<file path="src/rtl/vending_pkg.sv">
// Shared types and width helpers for the multi-slot vending credit FSM.
// Optional idle auto-refund is enabled by defining VENDING_TIMEOUT_EN.
package vending_pkg;

    typedef enum logic [1:0] {
        ST_IDLE     = 2'd0,
        ST_CREDIT   = 2'd1,
        ST_DISPENSE = 2'd2,
        ST_CHANGE   = 2'd3
    } state_e;

    localparam logic [1:0] ERR_NONE     = 2'd0;
    localparam logic [1:0] ERR_FUNDS    = 2'd1;
    localparam logic [1:0] ERR_SOLD_OUT = 2'd2;

    function automatic int item_w(input int num_items);
        return (num_items <= 2) ? 1 : $clog2(num_items);
    endfunction

    function automatic int credit_w(input int max_credit);
        return $clog2(max_credit + 1);
    endfunction

endpackage

</file>
<file path="src/rtl/vending_stock_bank.sv">
// Per-slot stock counters with bulk restock, indexed decrement and a
// registered sold-out vector that tracks the counters on the same edge.
module vending_stock_bank #(
    parameter int NUM_ITEMS  = 4,
    parameter int STOCK_INIT = 2,
    parameter int ITEM_W     = 2
) (
    input  logic                 clk,
    input  logic                 reset,
    input  logic                 restock,
    input  logic                 dec_en,
    input  logic [ITEM_W-1:0]    dec_idx,
    output logic [NUM_ITEMS-1:0] sold_out
);

    localparam int STOCK_W = $clog2(STOCK_INIT + 1);

    logic [STOCK_W-1:0]   stock_q [NUM_ITEMS];
    logic [STOCK_W-1:0]   stock_d [NUM_ITEMS];
    logic [NUM_ITEMS-1:0] sold_out_q;
    logic [NUM_ITEMS-1:0] sold_out_d;

    always_comb begin
        for (int unsigned i = 0; i < NUM_ITEMS; i++) begin
            stock_d[i] = stock_q[i];
            if (restock) begin
                stock_d[i] = STOCK_W'(STOCK_INIT);
            end else if (dec_en && (ITEM_W'(i) == dec_idx) && (stock_q[i] != '0)) begin
                stock_d[i] = stock_q[i] - 1'b1;
            end
        end
        sold_out_d = '0;
        for (int unsigned i = 0; i < NUM_ITEMS; i++) begin
            sold_out_d[i] = (stock_d[i] == '0);
        end
    end

    always_ff @(posedge clk or negedge reset) begin
        if (!reset) begin
            for (int unsigned i = 0; i < NUM_ITEMS; i++) begin
                stock_q[i] <= STOCK_W'(STOCK_INIT);
            end
            sold_out_q <= '0;
        end else begin
            for (int unsigned i = 0; i < NUM_ITEMS; i++) begin
                stock_q[i] <= stock_d[i];
            end
            sold_out_q <= sold_out_d;
        end
    end

    assign sold_out = sold_out_q;

endmodule

</file>
<file path="src/rtl/vending_machine_credit_fsm.sv">
// Multi-coin credit vending FSM with per-slot stock, change and refund.
// Define VENDING_TIMEOUT_EN to auto-refund after TIMEOUT_CYCLES idle cycles in CREDIT.
module vending_machine_credit_fsm
    import vending_pkg::*;
#(
    parameter int NUM_ITEMS      = 4,
    parameter int PRICE          = 15,
    parameter int MAX_CREDIT     = 50,
    parameter int COIN_W         = 6,
    parameter int STOCK_INIT     = 2,
    parameter int TIMEOUT_CYCLES = 100,
    localparam int ITEM_W        = item_w(NUM_ITEMS),
    localparam int CREDIT_W      = credit_w(MAX_CREDIT)
) (
    input  logic                 clk,
    input  logic                 reset,
    input  logic                 coin_valid,
    input  logic [COIN_W-1:0]    coin_value,
    input  logic                 sel_valid,
    input  logic [ITEM_W-1:0]    sel_item,
    input  logic                 cancel,
    input  logic                 restock,
    output logic                 dispense_valid,
    output logic [ITEM_W-1:0]    dispense_item,
    output logic                 change_valid,
    output logic [CREDIT_W-1:0]  change_amount,
    output logic                 coin_reject,
    output logic                 err_sold_out,
    output logic                 err_funds,
    output logic [CREDIT_W-1:0]  credit,
    output logic [NUM_ITEMS-1:0] sold_out
);

    localparam int SUM_W = ((CREDIT_W > COIN_W) ? CREDIT_W : COIN_W) + 1;

    state_e               state_q, state_d;
    logic [CREDIT_W-1:0]  credit_q, credit_d;
    logic                 dispense_valid_q, dispense_valid_d;
    logic [ITEM_W-1:0]    dispense_item_q, dispense_item_d;
    logic                 change_valid_q, change_valid_d;
    logic [CREDIT_W-1:0]  change_amount_q, change_amount_d;
    logic                 coin_reject_q, coin_reject_d;
    logic                 err_sold_out_q, err_sold_out_d;
    logic                 err_funds_q, err_funds_d;
    logic [1:0]           err_code;

    logic [SUM_W-1:0]     coin_sum;
    logic                 coin_ok_idle;
    logic                 coin_fits;
    logic                 slot_empty;
    logic                 sel_bad_slot;
    logic                 sel_low_funds;
    logic                 sel_accept;
    logic                 refund_now;
    logic                 timeout;
    logic                 stock_dec;
    logic [NUM_ITEMS-1:0] stock_empty;

    vending_stock_bank #(
        .NUM_ITEMS  (NUM_ITEMS),
        .STOCK_INIT (STOCK_INIT),
        .ITEM_W     (ITEM_W)
    ) u_stock (
        .clk      (clk),
        .reset    (reset),
        .restock  (restock && (state_q == ST_IDLE)),
        .dec_en   (stock_dec),
        .dec_idx  (dispense_item_q),
        .sold_out (stock_empty)
    );

`ifdef VENDING_TIMEOUT_EN
    localparam int TMO_W = $clog2(TIMEOUT_CYCLES + 1);
    logic [TMO_W-1:0] tmo_cnt_q, tmo_cnt_d;
    logic             idle_in_credit;

    always_comb begin
        idle_in_credit = (state_q == ST_CREDIT) && !(coin_valid || sel_valid || cancel);
        timeout        = idle_in_credit && (tmo_cnt_q == TMO_W'(TIMEOUT_CYCLES - 1));
        tmo_cnt_d      = '0;
        if (idle_in_credit && !timeout) begin
            tmo_cnt_d = tmo_cnt_q + 1'b1;
        end
    end

    always_ff @(posedge clk or negedge reset) begin
        if (!reset) begin
            tmo_cnt_q <= '0;
        end else begin
            tmo_cnt_q <= tmo_cnt_d;
        end
    end
`else
    assign timeout = 1'b0;
`endif

    // Input decode shared by the next-state and output processes.
    always_comb begin
        coin_sum     = SUM_W'(credit_q) + SUM_W'(coin_value);
        coin_ok_idle = (coin_value != '0) && (SUM_W'(coin_value) <= SUM_W'(MAX_CREDIT));
        coin_fits    = (coin_value != '0) && (coin_sum <= SUM_W'(MAX_CREDIT));
        slot_empty   = 1'b1;
        for (int unsigned i = 0; i < NUM_ITEMS; i++) begin
            if (ITEM_W'(i) == sel_item) begin
                slot_empty = stock_empty[i];
            end
        end
        refund_now    = cancel || timeout;
        sel_bad_slot  = sel_valid && slot_empty;
        sel_low_funds = sel_valid && !slot_empty && (credit_q < CREDIT_W'(PRICE));
        sel_accept    = sel_valid && !sel_bad_slot && !sel_low_funds;
    end

    always_ff @(posedge clk or negedge reset) begin
        if (!reset) begin
            state_q          <= ST_IDLE;
            credit_q         <= '0;
            dispense_valid_q <= 1'b0;
            dispense_item_q  <= '0;
            change_valid_q   <= 1'b0;
            change_amount_q  <= '0;
            coin_reject_q    <= 1'b0;
            err_sold_out_q   <= 1'b0;
            err_funds_q      <= 1'b0;
        end else begin
            state_q          <= state_d;
            credit_q         <= credit_d;
            dispense_valid_q <= dispense_valid_d;
            dispense_item_q  <= dispense_item_d;
            change_valid_q   <= change_valid_d;
            change_amount_q  <= change_amount_d;
            coin_reject_q    <= coin_reject_d;
            err_sold_out_q   <= err_sold_out_d;
            err_funds_q      <= err_funds_d;
        end
    end

    always_comb begin
        state_d   = state_q;
        credit_d  = credit_q;
        stock_dec = 1'b0;
        case (state_q)
            ST_IDLE: begin
                if (coin_valid && coin_ok_idle) begin
                    credit_d = CREDIT_W'(coin_value);
                    state_d  = ST_CREDIT;
                end
            end
            ST_CREDIT: begin
                if (refund_now) begin
                    state_d = ST_CHANGE;
                end else if (sel_accept) begin
                    state_d = ST_DISPENSE;
                end else if (coin_valid && coin_fits) begin
                    credit_d = CREDIT_W'(coin_sum);
                end
            end
            ST_DISPENSE: begin
                stock_dec = 1'b1;
                credit_d  = credit_q - CREDIT_W'(PRICE);
                state_d   = (credit_d != '0) ? ST_CHANGE : ST_IDLE;
            end
            ST_CHANGE: begin
                credit_d = '0;
                state_d  = ST_IDLE;
            end
            default: state_d = ST_IDLE;
        endcase
    end

    // Pulses are computed one state early so that they land registered in the
    // cycle the FSM occupies the corresponding state.
    always_comb begin
        dispense_valid_d = 1'b0;
        dispense_item_d  = dispense_item_q;
        change_valid_d   = 1'b0;
        change_amount_d  = change_amount_q;
        coin_reject_d    = 1'b0;
        err_code         = ERR_NONE;
        case (state_q)
            ST_IDLE: begin
                if (sel_valid) begin
                    err_code = ERR_FUNDS;
                end
                coin_reject_d = coin_valid && !coin_ok_idle;
            end
            ST_CREDIT: begin
                if (refund_now) begin
                    change_valid_d  = 1'b1;
                    change_amount_d = credit_q;
                    coin_reject_d   = coin_valid;
                end else if (sel_accept) begin
                    dispense_valid_d = 1'b1;
                    dispense_item_d  = sel_item;
                    coin_reject_d    = coin_valid;
                end else begin
                    if (sel_bad_slot) begin
                        err_code = ERR_SOLD_OUT;
                    end else if (sel_low_funds) begin
                        err_code = ERR_FUNDS;
                    end
                    coin_reject_d = coin_valid && !coin_fits;
                end
            end
            ST_DISPENSE: begin
                coin_reject_d = coin_valid;
                if (credit_q != CREDIT_W'(PRICE)) begin
                    change_valid_d  = 1'b1;
                    change_amount_d = credit_q - CREDIT_W'(PRICE);
                end
            end
            ST_CHANGE: begin
                coin_reject_d = coin_valid;
            end
            default: ;
        endcase
        err_funds_d    = (err_code == ERR_FUNDS);
        err_sold_out_d = (err_code == ERR_SOLD_OUT);
    end

    assign dispense_valid = dispense_valid_q;
    assign dispense_item  = dispense_item_q;
    assign change_valid   = change_valid_q;
    assign change_amount  = change_amount_q;
    assign coin_reject    = coin_reject_q;
    assign err_sold_out   = err_sold_out_q;
    assign err_funds      = err_funds_q;
    assign credit         = credit_q;
    assign sold_out       = stock_empty;

endmodule
</file>
<file path="config.mk">
export PLATFORM = sky130hd
export DESIGN_NAME = vending_machine_credit_fsm
export DESIGN_NICKNAME = d
export VERILOG_FILES = /design/src/rtl/vending_pkg.sv /design/src/rtl/vending_stock_bank.sv /design/src/rtl/vending_machine_credit_fsm.sv
export SDC_FILE = /design/constraint.sdc
export NUM_CORES = 1
export LEC_CHECK = 0
export CORE_MARGIN = 2
export CORE_UTILIZATION = 50
export CTS_CLUSTER_SIZE = 10
export DETAILED_ROUTE_END_ITERATION = 10
export PLACE_DENSITY = 0.81
export SLEW_MARGIN = 20
export SYNTH_ARGS = -nofsm -noshare
export SYNTH_HDL_FRONTEND = slang
export SYNTH_HIERARCHICAL = 1
export SYNTH_SLANG_ARGS = --single-unit
</file>
<file path="constraint.sdc">
create_clock -name clk -period 5.4 [get_ports clk]
set_input_delay 1.08 -clock clk [delete_from_list [all_inputs] [get_ports clk]]
set_output_delay 1.08 -clock clk [all_outputs]
set_load 0.01 [all_outputs]
</file>
==> qor.tcl <==
set qor(outcome) {finished clean}
set qor(grt_overflow_total) 0
set qor(syn_avg_cell_area_sq_um) 10.0
set qor(timing.hold.worst_path_depth) 2
set qor(postPlaceCellArea_sq_mm) 0.00266
set qor(netSwitchingPower_mw) 0.694
set qor(total_number_of_placement_rows) 24
set qor(setup_tns_ns) 0
set qor(worstMarginPinSlew_ns) 0.792
set qor(p_clk_frac) 0.102
set qor(postSynth.topFlopCell) {dfrtp_1}
set qor(yosys_warnings) 6
set qor(hold_ws_ns) 0.519
set qor(final_antenna_net_count) 0
set qor(first_pass_grt_wire_length_um) 8110
set qor(vias_per_cell) 5.59
set qor(die_height_um) 71.4
set qor(crit-reg2reg-launch) {credit[0]}
set qor(groute.layer.met1.usage) 0.281
set qor(critPathMaxFanout) 6
set qor(post-dp-hpwl_um) 3560
set qor(routed_wl_um) 4680
set qor(power.share.sequential) 0.294
set qor(layout.filler_cells) 338
set qor(layout.area.seq_sq_um) 831
set qor(routed-via-count) 1765
set qor(count_of_final_setup_violators) 0
set qor(slew-limit-headroom) 0.472
set qor(ir_drop_mv) 0.326
set qor(r2r_setup_slack_ns) 2.81
set qor(netlist-cell-type-count) 53
set qor(largest_net_degree_at_the_start_of_global_routing) 34
set qor(drcViolationCount) 0
set qor(layout.nets) 294
set qor(cts_buffers) 5
set qor(clock_path_buffers) 2
set qor(fraction_of_registers_with_async_set_or_reset_after_synthesis) 1.00
set qor(multiInputGateArea_sq_mm) 0.00133
set qor(io_buffer_count) 36
set qor(timing.hold.worst_endpoint) {u_stock/stock_q[5]}
set qor(worst-setup-path-type) {in2reg}
set qor(worst_r2r_path_depth) 8
set qor(fin_hold_viols) 0
set qor(ys_ff_latch) 33
set qor(maxCapViolCount) 0
set qor(number_of_enable_type_register_cells_in_the_synthesized_netlist) 0
set qor(rsz0062_at_grt) {false}
set qor(finalPower_mw) 1.68
set qor(globalRouteTotalUtil) 0.204
set qor(worstPathRequired_ns) 5.56
set qor(fmax_mhz) 289
set qor(antennaDiodeCount) 0
set qor(cp.arrival_ns) 3.63
set qor(netlist_area_before_placement_sq_mm) 0.00227
set qor(final_area_sq_mm) 0.00274
set qor(drt_iter0_drc) 133
set qor(sw_frac_of_total) 0.413
set qor(critPathLaunch) {coin_value[0]}
set qor(core_area_sq_mm) 0.00435
set qor(ctsHoldBuffers) 0
set qor(area_growth_syn_to_fin_pct) 20.8
set qor(grt_util_met2) 0.320
set qor(grtUsageMet3) 0.0436
set qor(cts_tree) {built}
set qor(antenna_found_initial) 0
set qor(maxSlewViolCount) 0
set qor(timing.final.crit_share) 0.641
set qor(end_of_the_worst_register_to_register_path) {credit[5]}
set qor(post_cts_buffers) 0
set qor(worstSkewPairLatency_ns) 0.28
set qor(wl_per_cell_um) 14.8
set qor(power_density_mw_per_mm2) 611
set qor(h_tree_level_count) 2
set qor(syn-num-nets) 257
set qor(combPwrFrac) 0.604
set qor(start_util) 0.522
set qor(critical_path.endpoint_type) {flip-flop}
set qor(timing.critical_path.from_type) {input pin}
set qor(cts.reportedPaths.clkPinSlew_ns) 0.06
set qor(post_route_cells_drive_above_1_share) 0.121
set qor(finalCriticalPeriod_ns) 3.46
set qor(die_w_um) 71.4
set qor(portion_of_the_post_synthesis_area_used_by_sequential_elements) 0.366
set qor(timing.hold.worst.start) {u_stock/stock_q[5]}
set qor(clk_root_buffer_cell) {clkbuf_8}
set qor(synthCells) 226
set qor(cts_repair_resize_count) 0
set qor(min_path_type) {reg2reg}
set qor(power_leakage_nw) 1.22
set qor(floorplan.die_area_sq_mm) 0.00510
set qor(pin_count) 37
set qor(cell_internal_pwr_mw) 0.984
set qor(clock_sink_count) 33
set qor(drt-pass1-iter-count) 4
set qor(place_congestion) 0.847
set qor(globalRoute.busiestLayer) {met2}
set qor(grt_pass1_vias) 1706
set qor(clock-skew-final_ns) 0.00544
## cells in the mapped netlist (all sizes together), types with 2 or more instances
| master | n | share of area |
|---|---|---|
| a211o | 2 | 0.0077 |
| a21boi | 2 | 0.0066 |
| a21o | 4 | 0.014 |
| a21oi | 16 | 0.035 |
| a221o | 3 | 0.013 |
| a31oi | 2 | 0.0055 |
| and2 | 2 | 0.0055 |
| and2b | 8 | 0.026 |
| and3 | 5 | 0.017 |
| and4bb | 2 | 0.011 |
| buf | 4 | 0.012 |
| clkbuf | 3 | 0.0055 |
| dfrtp | 29 | 0.32 |
| dfstp | 4 | 0.046 |
| ha | 16 | 0.088 |
| inv | 18 | 0.030 |
| mux2 | 8 | 0.045 |
| mux2i | 15 | 0.066 |
| nand2 | 12 | 0.020 |
| nand2b | 2 | 0.0055 |
| nand3b | 4 | 0.013 |
| nor2 | 22 | 0.037 |
| o21ai | 10 | 0.024 |
| o31ai | 2 | 0.0066 |
| or3 | 4 | 0.011 |
| xnor2 | 7 | 0.027 |
| xor2 | 4 | 0.015 |
## cell usage in the layout (no fill, tap or decap), drive strengths merged, types with 7 or more instances in the layout
cell	n
a21oi	16
and2b	8
clkbuf	8
clkdlybuf4s50	36
dfrtp	29
ha	16
inv	18
mux2	8
mux2i	15
nand2	12
nor2	22
o21ai	10
xnor2	7
## through the flow
step                worst slack, ns  instances  utilization
floorplan                      2.32        226            -
global placement               1.74        308        0.612
detailed placement             1.65        308        0.612
CTS                            1.95        316        0.630
global route                   1.82        316        0.630
finish                         1.94        316        0.630
## power groups by stage
| stage | combinational (mW) | sequential [mW] | clock, mW |
|---|---|---|---|
| after floorplan | 0.700 | 0.501 | 0 |
| after global placement | 0.987 | 0.492 | 0 |
| after detailed placement | 1.01 | 0.497 | 0 |
| after CTS | 1.02 | 0.494 | 0.176 |
| after global routing | 1.13 | 0.513 | 0.188 |
| final | 1.01 | 0.494 | 0.171 |
## worst max-delay path by stage
| stage | to | slack (ns) | depth (start not counted) |
|---|---|---|---|
| 2_1_floorplan | credit[1] | 2.32 | 8 |
| 3_3_place_gp | credit[1] | 1.74 | 9 |
| 3_5_place_dp | credit[5] | 1.65 | 9 |
| 4_1_cts | credit[5] | 1.95 | 9 |
| 5_1_grt | credit[1] | 1.82 | 9 |
| 6_report | credit[5] | 1.94 | 9 |
## kinds of logic (layout without fill, tap and decap cells)
kind of cell	count (synthesis)	after routing	share of synthesized area
AO/OA/AOI/OAI	49	49	0.153
XOR/XNOR	11	11	0.0424
adder cells (fa/ha/maj)	17	17	0.0970
buffers and inverters	25	63	0.0474
flip-flops	33	33	0.366
multiplexers	24	24	0.121
AND/OR/NAND/NOR	67	67	0.174
## per-layer routing
layer  share of wire  up-vias
met5               0        -
met4           0.018        0
met3           0.053       10
met2            0.48       47
met1            0.45      835
li1                -      873
## state kept, by name, summed over array words and instances, names as in the netlist
register and cells:
err_sold_out 1, dispense_valid 1, change_amount 6, change_valid 1, u_stock/sold_out 4, credit 6
state_q 2, err_funds 1, u_stock/stock_q 8, coin_reject 1, dispense_item 2
## worst max-delay path: stages
cell and delay [ns]:
clkdlybuf4s50_1 0.48, ha_1 0.26, fa_1 0.40, a21o_1 0.19, a21oi_1 0.19, xnor2_1 0.17
o221ai_2 0.16, a32oi_4 0.36, mux2_4 0.34
## cell type report
class                   count  area share
clock buffers               8      0.0292
inverters                  18      0.0246
multi-input cells         168       0.486
flip-flops and latches     33       0.303
well taps                  52      0.0237
repair buffers             37       0.134
(Power assumes the default switching activity.)
